[config.mk]
export PLATFORM = sky130hd
export DESIGN_NAME = rvtu_tag_ctrl
export DESIGN_NICKNAME = d
export VERILOG_FILES = /design/src/rtl/rvtu_tag_ctrl.sv
export SDC_FILE = /design/constraint.sdc
export NUM_CORES = 1
export LEC_CHECK = 0
export CAP_MARGIN = 20
export CORE_MARGIN = 3
export CORE_UTILIZATION = 57
export CTS_CLUSTER_SIZE = 8
export DETAILED_ROUTE_END_ITERATION = 10
export DONT_BUFFER_PORTS = 1
export PLACE_DENSITY_LB_ADDON = 0.25
export SLEW_MARGIN = 10
export SYNTH_ARGS = -nofsm -noshare
export SYNTH_HDL_FRONTEND = slang
export SYNTH_SLANG_ARGS = --single-unit
[constraint.sdc]
create_clock -name clk -period 3.4 [get_ports clk]
set_clock_uncertainty 0.1 [all_clocks]
set_input_delay 0.68 -clock clk [delete_from_list [all_inputs] [get_ports clk]]
set_output_delay 0.68 -clock clk [all_outputs]
set_load 0.02 [all_outputs]
[src/rtl/rvtu_tag_ctrl.sv]
// Tag-array controller for a 128-set cache: fill writes, lookups with hit/victim report, dirty-on-store update.
// Define RVTU_TAG_INIT_EN to zero the whole array with a hardware sweep after reset.
module rvtu_tag_ctrl (
    input  logic        clk,
    input  logic        rst,
    input  logic        req_valid,
    output logic        req_ready,
    input  logic [31:0] req_addr,
    input  logic        req_write,
    input  logic        fill_valid,
    output logic        fill_ready,
    input  logic [6:0]  fill_index,
    input  logic [19:0] fill_tag,
    input  logic        fill_dirty,
    output logic        resp_valid,
    output logic        resp_hit,
    output logic        resp_victim_valid,
    output logic        resp_victim_dirty,
    output logic [19:0] resp_victim_tag,
    output logic [6:0]  tag_addr,
    output logic [21:0] tag_wdata,
    output logic        tag_wen,
    input  logic [21:0] tag_rdata,
    output logic        init_done
);

    typedef enum logic [1:0] {INIT, IDLE, LOOKUP, UPDATE} state_t;

`ifdef RVTU_TAG_INIT_EN
    localparam state_t ResetState = INIT;
`else
    localparam state_t ResetState = IDLE;
`endif

    state_t      state_q;
    logic [6:0]  initCnt_q;
    logic [6:0]  savedIndex_q;
    logic [19:0] savedTag_q;
    logic        savedWrite_q;
    logic        respValid_q;
    logic        respHit_q;
    logic        victimValid_q;
    logic        victimDirty_q;
    logic [19:0] victimTag_q;
    logic        initDone_q;

    logic lookupHit;
    logic unusedOffsetBits;

    assign unusedOffsetBits = ^req_addr[4:0];
    assign lookupHit = tag_rdata[21] && (tag_rdata[19:0] == savedTag_q);

    assign resp_valid        = respValid_q;
    assign resp_hit          = respHit_q;
    assign resp_victim_valid = victimValid_q;
    assign resp_victim_dirty = victimDirty_q;
    assign resp_victim_tag   = victimTag_q;
    assign init_done         = initDone_q;

    // Array port and handshakes are combinational so a fill lands in its own handshake cycle.
    always_comb begin
        req_ready  = 1'b0;
        fill_ready = 1'b0;
        tag_wen    = 1'b0;
        tag_addr   = 7'd0;
        tag_wdata  = 22'd0;
        if (!rst) begin
            case (state_q)
                INIT: begin
                    tag_wen  = 1'b1;
                    tag_addr = initCnt_q;
                end
                IDLE: begin
                    fill_ready = 1'b1;
                    req_ready  = ~fill_valid;
                    if (fill_valid) begin
                        tag_wen   = 1'b1;
                        tag_addr  = fill_index;
                        tag_wdata = {1'b1, fill_dirty, fill_tag};
                    end else begin
                        tag_addr = req_addr[11:5];
                    end
                end
                UPDATE: begin
                    tag_wen   = 1'b1;
                    tag_addr  = savedIndex_q;
                    tag_wdata = {2'b11, savedTag_q};
                end
                default: tag_addr = savedIndex_q;
            endcase
        end
    end

    always_ff @(posedge clk or posedge rst) begin
        if (rst) begin
            state_q       <= ResetState;
            initCnt_q     <= 7'd0;
            savedIndex_q  <= 7'd0;
            savedTag_q    <= 20'd0;
            savedWrite_q  <= 1'b0;
            respValid_q   <= 1'b0;
            respHit_q     <= 1'b0;
            victimValid_q <= 1'b0;
            victimDirty_q <= 1'b0;
            victimTag_q   <= 20'd0;
            initDone_q    <= 1'b0;
        end else begin
            respValid_q <= 1'b0;
            case (state_q)
                INIT: begin
                    initCnt_q <= initCnt_q + 7'd1;
                    if (initCnt_q == 7'd127) begin
                        state_q    <= IDLE;
                        initDone_q <= 1'b1;
                    end
                end
                IDLE: begin
                    initDone_q <= 1'b1;
                    if (req_valid && !fill_valid) begin
                        savedIndex_q <= req_addr[11:5];
                        savedTag_q   <= req_addr[31:12];
                        savedWrite_q <= req_write;
                        state_q      <= LOOKUP;
                    end
                end
                LOOKUP: begin
                    respValid_q   <= 1'b1;
                    respHit_q     <= lookupHit;
                    victimValid_q <= tag_rdata[21];
                    victimDirty_q <= tag_rdata[20];
                    victimTag_q   <= tag_rdata[19:0];
                    // Only a store hitting a clean line needs the dirty bit written back.
                    if (lookupHit && savedWrite_q && !tag_rdata[20]) begin
                        state_q <= UPDATE;
                    end else begin
                        state_q <= IDLE;
                    end
                end
                default: state_q <= IDLE;
            endcase
        end
    end

endmodule

[Word level (Yosys, flattened, before mapping)]
Index checks and enable logic that the tools add are counted.
Storage, ports and cells
  register bits: 62
  input bits: 87
  output and inout port bits: 57
  logic and storage cells: 52
Cells by class
  add/sub/neg operators: 1
  eq/ne operators: 7
  multiplexer cells: 20
  bitwise logic cells: 1
  reductions and logical operators: 12
Operators by type and width (count)
  2-to-1 mux 22 bit: 2
  case mux 22 bit (2 select lines): 1
  == test 20 bit: 1
  2-to-1 mux 7 bit: 2
  case mux 7 bit (2 select lines): 1
  2-to-1 mux 1 bit: 8
  adder 7 x 1 -> 7 bit, second input constant: 1
  == test 7 bit, second input constant: 1
  2-to-1 mux 2 bit: 3
  case mux 2 bit (3 select lines): 1
  AND reduction 2 bit: 3
  == test 2 bit, second input constant: 2
  logical AND 1 bit: 4
  != test 2 bit, second input constant: 2
  case mux 1 bit (2 select lines): 2
  == test 2 x 1 -> 1 bit, second input constant: 1
  zero test 1 bit: 2
  zero test 2 bit: 1
  nonzero test 2 bit: 1
  OR reduction 2 bit: 1
  inverter 1 bit: 1

[Depth between registers and ports, before layout]
  word-level depth: 6
  gate-level depth with buffers: 7
  depth with buffers taken out: 6

[Worst setup path after synthesis]
Ideal clock, no wire load.
  path type: input to output
  start point: input port rst
  end point: output port tag_wdata[0]
  arrival time: 2.882 ns
  required time: 2.620 ns
  path slack: -0.262 ns
  stages: 4
  path buffers: 1
  cell sequence: inv_1 > o21ai_0 > clkbuf_1 > nor2_1
On the way
  longest elaborated chain between the ends: 1
RTL lines
  start: declaration: line 5  | input logic rst,
  2-to-1 mux 22 bit: line 67  | if (!rst) begin
  end: declaration: line 21  | output logic [21:0] tag_wdata,
Every way passes these cells.

[Worst setup path in the final report]
  start point: register state_q[0]
  end point: output port tag_wdata[17]
On the way
  longest elaborated chain between the ends: 3
RTL lines
  start: declaration: line 35  | state_t state_q;
  start signal: assignment: line 96  | state_q <= ResetState;
  == test 2 bit / == test 2 x 1 -> 1 bit (equally long branches): line 68  | case (state_q)
  case mux 22 bit (2 select lines) (*): line 68
  2-to-1 mux 22 bit (*): line 67
Every way passes the cells marked *; elsewhere a longest branch is shown, timed or not.

==> flow_summary.ini <==
[routing]
vias_per_cell = 5.90
first_pass_iters = 4
initialDrtViolationCount = 121
wl_met1_microns = 3060
drt-total-wl_microns = 7560
vias = 2196
dr_wl_met2_microns = 3650
ant_nets = 0
wl_met3_microns = 740
highest_layer = met4
drc = 0
wl_per_cell_microns = 20.3

[setup_path]
crit_type = flop to output pin
r2r_slack_ns = 1.44
critPathArrivalTime_ns = 2.32
timing.rr.start = state_q[0]
path_max_fanout = 12
cp.required_ns = 2.62
crit_path_end_kind = output pin
critPathLaunchType = flop
startpoint = state_q[0]

[layout]
diodes = 0
fin_area_sq_um = 3580
nets = 390
layout-drive-gt1-share_pct = 35.1
multi_input_area_sq_um = 1520
nFillCells = 407
stdcell_count = 372
final_cell_mix = dfrtp_1 (61), mux2_2 (57), buf_4 (28)
final-seq-area_sq_um = 1550
areaGrowthSynthToFinish_pct = 13.4
layout_commonest_cell = dfrtp_1
finalCoreUtilization_pct = 68.3

[synth]
synth-seq-area-share_pct = 49.2
syn-instance-count = 273
ys_ff_latch = 62
syn-num-nets = 366
synth_cell_type_count = 29
synth_warnings = 0
syn_area_per_cell_sq_um = 11.6
syn_area_sq_um = 3150

[global_routing]
grt_pass1_wl_microns = 11700
grt_pass1_vias = 2355
grt_overflow_total = 0
track_usage_pct = 24.0
antenna_found_initial = 0
grt_max_degree = 63

[power]
total_power_w = 0.00138
power.density_nw_per_um2 = 386
p_int_w = 0.00108
p_leak_nw = 1.61
seqPwrFrac_pct = 53.4
switching_share_pct = 21.9
ir_worst_vdd_mv = 0.240
switchingPower_w = 0.000303
p_clk_share_pct = 43.4
pwr-share-comb_pct = 3.2

[sta]
fmax_ghz = 0.323
worst_pin_slew_ns = 0.867
period_minus_slack_ns = 3.10
finalSetupTns_ns = 0
slew-limit-headroom_pct = 42.2
finalHoldViolations = 0
rsz0062_at_grt = no
setup-violations-final = 0
period_share_pct = 91.1
maxSlewViolCount = 0

[die]
coreArea_sq_um = 5240
num_rows = 26
die_w_microns = 80.4
start_util_pct = 60.2
pin_count = 144
dieHeight_microns = 80.4
dieArea_sq_um = 6460

[clock_tree]
cts_resized = 0
cts_setup_buffers = 0
worstSkewPairLatency_ns = 0.33
clock-sinks = 62
clk_pin_slew_ns = 0.06
numCtsBuffers = 9
ctsHtreeMaxLevel = 3
cts_tree = built
clockBufferDepth = 2
cts_hold_buf = 0
cts-root-buf = clkbuf_8

[placement]
portBuffers = 0
place_inst = 356
gp_congestion = 0.780
hpwl_microns = 5560
dpl_cell_area_sq_um = 3390

[status]
status = completed

[hold_path]
hold_path_class = primary input to asynchronous set/reset pin

[job]
drv_cap = 0
[cells in the mapped netlist, drive strengths merged]
cell type	count	area [sq um]
a21oi	8	40.0
and3	1	6.26
and2	1	6.26
mux2	57	642
nand3	2	10.0
nand4b	1	8.76
nand4	7	43.8
nor3	1	5.00
ha	6	75.1
buf	9	45.0
dfrtp	61	1530
a22oi	26	195
nand2b	1	6.26
nand2	14	55.1
inv	5	18.8
dfstp	1	26.3
nor4	1	12.5
xnor2	24	210
o21ai	6	30.0
a211oi	1	7.51
o21a	1	7.51
clkbuf	6	22.5
mux2i	2	20.0
nor2	27	101
a31oi	1	6.26
nor2b	1	8.76
xor2	2	17.5
[layer usage]
layer | vias up | GRT usage (%)
li1 | 1010 | -
met1 | 1064 | 29.4
met2 | 114 | 39.8
met3 | 8 | 7.51
met4 | 0 | 8.78
met5 | - | 0
[sequential cells by signal (all words and copies together) (netlist names)]
register	cells
initCnt_q	7
init_done	1
resp_hit	1
resp_valid	1
resp_victim_dirty	1
resp_victim_tag	20
resp_victim_valid	1
savedIndex_q	7
savedTag_q	20
savedWrite_q	1
state_q	2
[per-stage QoR]
step	hold WS (ns)	setup slack, ns
finish	0.395	0.301
global route	0.380	0.186
CTS	0.387	0.321
floorplan	0.363	0.320
global placement	0.386	0.727
detailed placement	0.388	0.681
[cells by family (layout without fill, tap and decap cells)]
logic type                 after synthesis  after routing  share of synthesized area (%)
adders and majority gates                6              6                           2.38
buffers and inverters                   20             49                           2.74
xor gates and xnor gates                26             26                           7.22
and+or+nand+nor                         57             57                           8.37
AOI/OAI and AO/OA                       43             43                           9.08
muxes                                   59             59                           21.0
DFF                                     62             62                           49.2
[critical path, stage by stage (launching register included)]
cell     delay [ns]
dfstp_2        0.57
ha_1           0.27
and2_1         0.51
buf_4          0.28
a22oi_1        0.08
nor2_1         0.12
buf_4          0.16
[worst paths after layout]
| check | end | depth (start not counted) |
|---|---|---|
| setup reg to reg | savedTag_q[2] | 3 |
| setup / recovery | tag_wdata[17] | 6 |
| hold reg to reg | initCnt_q[5] | 1 |
| hold / removal | savedTag_q[16] | 2 |
| max in group asynchronous | initCnt_q[2] | 2 |
| min in group clk | savedTag_q[10] | 1 |
[power groups by stage]
stage	clock, W	combinational [W]	sequential [W]
after floorplan	0	0.0000391	0.000751
after CTS	0.000610	0.0000457	0.000737
final	0.000600	0.0000442	0.000738
after global placement	0	0.0000446	0.000751
after global routing	0.000641	0.0000491	0.000737
after detailed placement	0	0.0000455	0.000751
[cell type report]
class	instances	share of cell area (%)
clock inverters	3	0.490
repair buffers	28	5.87
clock buffers	13	4.72
inverters	5	0.629
well taps	70	2.45
flip-flops and latches	62	43.4
multi-input cells	191	42.4
Power figures use the tool's default switching activity.
